`config.mk`:
```
export PLATFORM = sky130hd
export DESIGN_NAME = keypad_time_entry
export DESIGN_NICKNAME = d
export VERILOG_FILES = /design/src/rtl/keypad_time_entry.sv
export SDC_FILE = /design/constraint.sdc
export NUM_CORES = 1
export LEC_CHECK = 0
export CAP_MARGIN = 20
export CORE_MARGIN = 10
export CORE_UTILIZATION = 30
export DETAILED_ROUTE_END_ITERATION = 10
export SLEW_MARGIN = 40
export SYNTH_ARGS = -nofsm -noshare
export SYNTH_HDL_FRONTEND = slang
export SYNTH_SLANG_ARGS = --single-unit
export TNS_END_PERCENT = 20
```
`constraint.sdc`:
```
create_clock -name clk -period 3.5 [get_ports clk]
set_input_delay 0.875 -clock clk [delete_from_list [all_inputs] [get_ports clk]]
set_output_delay 0.875 -clock clk [all_outputs]
set_load 0.05 [all_outputs]
```
`src/rtl/keypad_time_entry.sv`:
```
// Keypad debouncer, BCD time entry shifter and gated divided-clock tick.
// Optional ENTRY_LOCK_EN: ignore further digits once the register is full.
module keypad_time_entry #(
  parameter  int DIGITS          = 4,
  parameter  int DEBOUNCE_CYCLES = 3,
  parameter  int DIV_RATIO       = 100,
  localparam int CW              = $clog2(DIGITS + 1)
) (
  input  logic                  clk,
  input  logic                  resetn,
  input  logic [9:0]            key,
  input  logic                  entry_en,
  input  logic                  count_en,
  input  logic                  clear,
  output logic [4*DIGITS-1:0]   digits,
  output logic [CW-1:0]         digit_count,
  output logic [3:0]            D,
  output logic                  loadn,
  output logic                  pgt_1Hz
);

  localparam int NB   = 4 * DIGITS;
  localparam int DBW  = $clog2(DEBOUNCE_CYCLES + 1);
  localparam int HALF = DIV_RATIO / 2;
  localparam int VW   = (HALF > 1) ? $clog2(HALF) : 1;

  typedef enum logic [1:0] {
    IDLE,
    DEBOUNCE,
    HELD
  } state_t;

  state_t          state_q;
  logic [3:0]      code;
  logic [3:0]      code_q;
  logic [DBW-1:0]  cnt_q;
  logic            acc_q;
  logic [NB-1:0]   digits_q;
  logic [NB-1:0]   digits_d;
  logic [CW-1:0]   count_q;
  logic [3:0]      d_q;
  logic            loadn_q;
  logic            hit;
  logic            lock;
  logic [VW-1:0]   div_q;
  logic            wave_q;
  logic            pgt_q;

  assign hit = |key;

  always_comb begin
    code = 4'd0;
    priority case (1'b1)
      key[9]:  code = 4'd9;
      key[8]:  code = 4'd8;
      key[7]:  code = 4'd7;
      key[6]:  code = 4'd6;
      key[5]:  code = 4'd5;
      key[4]:  code = 4'd4;
      key[3]:  code = 4'd3;
      key[2]:  code = 4'd2;
      key[1]:  code = 4'd1;
      key[0]:  code = 4'd0;
      default: code = 4'd0;
    endcase
  end

`ifdef ENTRY_LOCK_EN
  assign lock = (count_q == CW'(DIGITS));
`else
  assign lock = 1'b0;
`endif

  assign digits_d = (digits_q << 4) | NB'(code_q);

  // acc_q marks the DEBOUNCE->HELD edge; the digit lands one cycle later
  always_ff @(posedge clk or negedge resetn) begin
    if (!resetn) begin
      state_q  <= IDLE;
      code_q   <= 4'd0;
      cnt_q    <= '0;
      acc_q    <= 1'b0;
      digits_q <= '0;
      count_q  <= '0;
      d_q      <= 4'd0;
      loadn_q  <= 1'b1;
    end else begin
      loadn_q <= 1'b1;
      acc_q   <= 1'b0;
      if (clear) begin
        state_q  <= IDLE;
        digits_q <= '0;
        count_q  <= '0;
      end else begin
        if (acc_q && !lock) begin
          digits_q <= digits_d;
          d_q      <= code_q;
          loadn_q  <= 1'b0;
          if (count_q != CW'(DIGITS))
            count_q <= count_q + CW'(1);
        end
        unique case (state_q)
          IDLE: begin
            if (hit && entry_en) begin
              code_q <= code;
              cnt_q  <= DBW'(1);
              if (DEBOUNCE_CYCLES == 1) begin
                state_q <= HELD;
                acc_q   <= 1'b1;
              end else begin
                state_q <= DEBOUNCE;
              end
            end
          end
          DEBOUNCE: begin
            if (!hit || !entry_en) begin
              state_q <= IDLE;
            end else if (code != code_q) begin
              code_q <= code;
              cnt_q  <= DBW'(1);
            end else begin
              cnt_q <= cnt_q + DBW'(1);
              if (cnt_q == DBW'(DEBOUNCE_CYCLES - 1)) begin
                state_q <= HELD;
                acc_q   <= 1'b1;
              end
            end
          end
          HELD: begin
            if (!hit)
              state_q <= IDLE;
          end
          default: state_q <= IDLE;
        endcase
      end
    end
  end

  // free-running phase; count_en only gates the registered output
  always_ff @(posedge clk or negedge resetn) begin
    if (!resetn) begin
      div_q  <= '0;
      wave_q <= 1'b0;
      pgt_q  <= 1'b0;
    end else begin
      if (div_q == VW'(HALF - 1)) begin
        div_q  <= '0;
        wave_q <= ~wave_q;
      end else begin
        div_q <= div_q + VW'(1);
      end
      pgt_q <= wave_q & count_en;
    end
  end

  assign digits      = digits_q;
  assign digit_count = count_q;
  assign D           = d_q;
  assign loadn       = loadn_q;
  assign pgt_1Hz     = pgt_q;

endmodule

```
# After elaboration in Yosys (flattened, before gate mapping)
# Index checks and enable logic that the tools add are counted.
# totals
output_inout_bits	25
memories	0
romBits	0
reg_bits	41
wordCells	81
in_bits	15
latchBits	0
ramBits	0
# op_classes
div	0
multipliers	0
shifts	0
n_reduce_logical	14
magnitude_cmp	0
eq_ne	13
mux	36
bitwise_logic	4
addsub	3
# ops
op	count
2-to-1 mux 4 bit	10
2-to-1 mux 16 bit	2
2-to-1 mux 2 bit	9
OR 16 x 4 -> 16 bit	1
OR reduction 10 bit	1
2-to-1 mux 3 bit	3
!= test 3 bit (second input constant)	3
2-to-1 mux 1 bit	8
!= test 4 bit (second input constant)	2
one-hot mux 4 bit (2 select lines)	1
AND reduction 4 bit	2
adder 6 x 1 -> 6 bit (second input constant)	1
equality test 6 bit (second input constant)	1
2-to-1 mux 6 bit	1
!= test 2 bit (second input constant)	3
one-hot mux 2 bit (3 select lines)	1
nonzero test 2 bit	3
AND reduction 5 bit	1
equality test 2 bit (second input constant)	2
!= test 4 bit	1
one-hot mux 2 bit (2 select lines)	1
AND reduction 2 bit	2
adder 3 x 1 -> 3 bit (second input constant)	1
adder 2 x 1 -> 2 bit (second input constant)	1
other kinds (7)	9

# Longest topological paths before layout
# depth
word_depth	14
mapped_depth	6
ltp_nobuf	6

# Worst setup path before layout
# No wires, ideal clock.
# synth_timing
path_kind	in2reg
from	input port key[2]
to	register code_q[1]
path_stages	5
path_buffers	0
path_slack_ps	1281
arrival_ps	2144
cell_sequence	nand2b_1 -> a211o_2 -> a211o_2 -> o41a_1 -> o21ai_2
# synth_via
elab_chain_cells	11
word_cells_on_any_way	21
cone_classes	4 x eq/ne; 12 x mux; 5 x reduce/logical
# synth_rtl
item	line_no	source
start, declared	11	input logic [9:0] key,
2-to-1 mux 2 bit	53	priority case (1'b1)
2-to-1 mux 4 bit (7 in series)	53	
!= test 4 bit / 2-to-1 mux 4 bit (equally long branches)	118	end else if (code != code_q) begin
!= test 2 bit (no source line) / 2-to-1 mux 4 bit (equally long branches)	--	
AND reduction 5 bit (no source line) / one-hot mux 4 bit (2 select lines) (equally long branches)	--	
end signal, assigned	105	code_q <= code;
end signal, assigned	119	code_q <= code;
end, declared	35	logic [3:0] code_q;
# Parallel ways exist; a longest one is shown, timed or not. The select of a mux whose other input is x is not followed.
# A chain may end at the register's enable or synchronous reset.

# Worst setup path in the final report
# layout_timing
from	input port key[7]
to	register cnt_q[1]
# layout_via
elab_chain_cells	7
word_cells_on_any_way	14
cone_classes	3 x eq/ne; 6 x mux; 5 x reduce/logical
# layout_rtl
item	line_no	source
2-to-1 mux 4 bit (3 in series)	53	
!= test 4 bit	118	
2-to-1 mux 2 bit	118	
2-to-1 mux 2 bit	116	if (!hit || !entry_en) begin
one-hot mux 2 bit (2 select lines)	102	unique case (state_q)
end signal, assigned	122	cnt_q <= cnt_q + DBW'(1);
end, declared	36	logic [DBW-1:0] cnt_q;
# Parallel ways exist; a longest one is shown, timed or not. The select of a mux whose other input is x is not followed.

==> results.sh <==
export IMPL_status="finished clean"
export IMPL_placedCellCount=298
export IMPL_drive_gt1_share_pct=11.8
export IMPL_synth_edf_count=0
export IMPL_cp_end_kind="flop"
export IMPL_diodes=0
export IMPL_grtUsageMet1_pct=9.56
export IMPL_gp_congestion=0.877
export IMPL_synth_cells=185
export IMPL_ys_async_sr_fraction_pct=100
export IMPL_avgSynthCellArea_um2=10.9
export IMPL_antenna_found_initial=0
export IMPL_syn_num_nets=205
export IMPL_multiInputGateArea_um2=951
export IMPL_yosys_warnings=0
export IMPL_yosys_top_cells_count="dfrtp_1 (40), nor2_1 (34), mux2i_1 (18)"
export IMPL_die_x_um=102
export IMPL_synth_most_common_cell="dfrtp_1"
export IMPL_hold_depth=1
export IMPL_final_core_util_pct=40.4
export IMPL_drtPass1Iterations=4
export IMPL_setup_viol=0
export IMPL_met3_usage_pct=2.63
export IMPL_cts_buffer_depth=2
export IMPL_grt_pass1_vias=1454
export IMPL_hold_worst_slack_ns=0.463
export IMPL_power_frac_comb_pct=11.6
export IMPL_grt_pass1_wl_um=6870
export IMPL_clock_fmax_ghz=0.391
export IMPL_grtUsageMet2_pct=13.5
export IMPL_post_drt_wl_per_cell_um=13.3
export IMPL_syn2layout_area_growth_pct=28.9
export IMPL_synth_area_leaders="dfrtp_1 (49%), mux2i_1 (8.9%), nor2_1 (6.3%), ha_1 (3.1%), mux2_2 (2.2%)"
export IMPL_skew_ns=0.00352
export IMPL_nNetsFinal=248
export IMPL_register_area_um2=1030
export IMPL_clock_root_buffer="clkbuf_8"
export IMPL_max_vdd_ir_drop_uv=188
export IMPL_fin_crit_sh_pct=73.1
export IMPL_nFillCells=643
export IMPL_power_per_cell_area_nw_per_um2=356
export IMPL_startpoint="key[7]"
export IMPL_critPathLaunchType="input pin"
export IMPL_clkTransAtPathRegs_ns=0.07
export IMPL_syn_area_um2=2020
export IMPL_drc=0
export IMPL_setup_tns_final_ns=0
export IMPL_p_int_mw=0.708
export IMPL_slew_headroom_pct=62.6
export IMPL_core_rowCount=29
export IMPL_start_util_pct=31.3
export IMPL_ys_seq_elements=41
export IMPL_cts_sinks=41
export IMPL_die_area_um2=10400
export IMPL_drt_iter0_drc=69
export IMPL_leakagePower_nw=1.07
export IMPL_clk_latency_ns=0.28
export IMPL_worstHoldStart="wave_q"
export IMPL_slew_viol_final=0
export IMPL_grt_max_degree=42
export IMPL_ys_types=45
export IMPL_dpl_hpwl_um=3060
export IMPL_reg2reg_depth=5
export IMPL_wl_um=4080
export IMPL_p_clk_share_pct=35.0
export IMPL_hold_class="flop to flop"
export IMPL_dr_total_vias=1463
export IMPL_core_um2=6460
export IMPL_synth_top_cell_by_area="dfrtp_1"
export IMPL_r2r_setup_slack_ns=1.67
export IMPL_critPathRequiredTime_ns=3.70
export IMPL_busiest_layer="met2"
export IMPL_seqPwrFrac_pct=53.4
export IMPL_cts_setup_buffers=0
export IMPL_cts_buffers=5
export IMPL_fp_dieH_um=102
export IMPL_grt_ovfl_total=0
export IMPL_postRouteAntennaNets=0
export IMPL_p_sw_share_pct=23.8
export IMPL_crit_fanout=4
export IMPL_cts_hold_buf=0
export IMPL_period_needed_ns=2.56
export IMPL_cts_tree="built"
export IMPL_synth_top_flop_cell="dfrtp_1"
export IMPL_htree_levels=2
export IMPL_r2r_start="code_q[0]"
export IMPL_io_buffers=39
export IMPL_max_slew_worst_pin_slew_ns=0.554
export IMPL_crit_arrival_ns=2.76
export IMPL_hold_viol_final=0
export IMPL_io_pin_count=40
export IMPL_via_per_inst=4.78
export IMPL_crit_type="input pin to flop"
export IMPL_track_usage_pct=8.18
export IMPL_synth_top_area_share_pct=49.4
export IMPL_switching_power_mw=0.222
export IMPL_drv_cap=0
export IMPL_ys_seq_area_share_pct=50.7
export IMPL_cts_resized=0
export IMPL_rsz0062_at_grt="no"
export IMPL_fin_cells=306
## worst max-delay path, stage by stage
cell and delay (ns):
clkdlybuf4s50_1 0.51, nor4_4 0.43, xnor2_1 0.16, o31ai_2 0.32, nand4_1 0.22, o31ai_2 0.24
## power by group through the flow
stage / logic, mW / registers, mW / clock network, mW
final: 0.108 / 0.496 / 0.325
after floorplan: 0.0649 / 0.500 / 0
after CTS: 0.109 / 0.496 / 0.345
after global placement: 0.108 / 0.505 / 0
after global routing: 0.120 / 0.498 / 0.369
after detailed placement: 0.108 / 0.505 / 0
## per-layer routing
layer  up-vias  part of all wire, %  routed length (um)
met2        30                   48                1950
li1        740                    -                   -
met5         -                    0                   0
met3         5                  6.1                 250
met4         0                  1.2                  47
met1       688                   45                1820
## final timing paths
check / endpoint
min in group asynchronous: digits[14]
max in group asynchronous: loadn
setup reg to reg: code_q[2]
setup / recovery: cnt_q[1]
hold reg to reg: wave_q
hold / removal: wave_q
## through the flow
step | area [um2] | power, mW | setup slack [ns]
3_5_place_dp | 2510 | 0.613 | 0.633
3_3_place_gp | 2500 | 0.613 | 0.664
5_1_grt | 2610 | 0.987 | 0.787
4_1_cts | 2610 | 0.949 | 0.940
2_1_floorplan | 2020 | 0.565 | 1.28
6_report | 2610 | 0.929 | 0.940
## layout by cell type, fill, tap and decap left out, types with 2 or more instances in the layout
cell	Yosys	routed
a211o_2	2	2
a21oi_1	5	5
a31oi_1	3	3
a41oi_1	2	2
and2_1	2	2
buf_4	0	4
clkbuf_8	0	7
clkdlybuf4s50_1	0	38
dfrtp_1	40	40
ha_1	5	5
inv_1	6	6
mux2_2	4	4
mux2i_1	18	18
nand2_1	7	7
nand2b_1	5	5
nand3_1	3	3
nand3b_1	4	4
nand4_1	2	2
nand4b_1	2	2
nor2_1	34	34
nor2b_1	2	2
nor3_1	2	2
o21ai_0	3	3
o31a_1	2	2
o31ai_2	2	2
xnor2_1	4	4
xor2_1	2	2
## sequential cells by signal (all words and copies together) (netlist names)
name and cells:
D 4, div_q 6, digit_count 3, pgt_1Hz 1, state_q 2, digits 16
wave_q 1, loadn 1, cnt_q 2, acc_q 1, code_q 4
## area by class of cell
class,count,area share (%)
clock buffers,7,3.69
clock inverters,1,0.192
repair buffers,42,15.7
multi-input cells,132,36.5
well taps,77,3.69
flip-flops and latches,41,39.4
inverters,6,0.863
## cells by family (layout without fill, tap and decap cells)
group	count (synthesis)	count (layout)	synth area share (%)
compound gates	28	28	11.9
fa+ha+maj	5	5	3.09
buf+inv	12	56	2.29
mux	22	22	11.1
flops	41	41	50.7
xor+xnor	6	6	2.60
simple gates	71	71	18.3
Power figures use the tool's default switching activity.
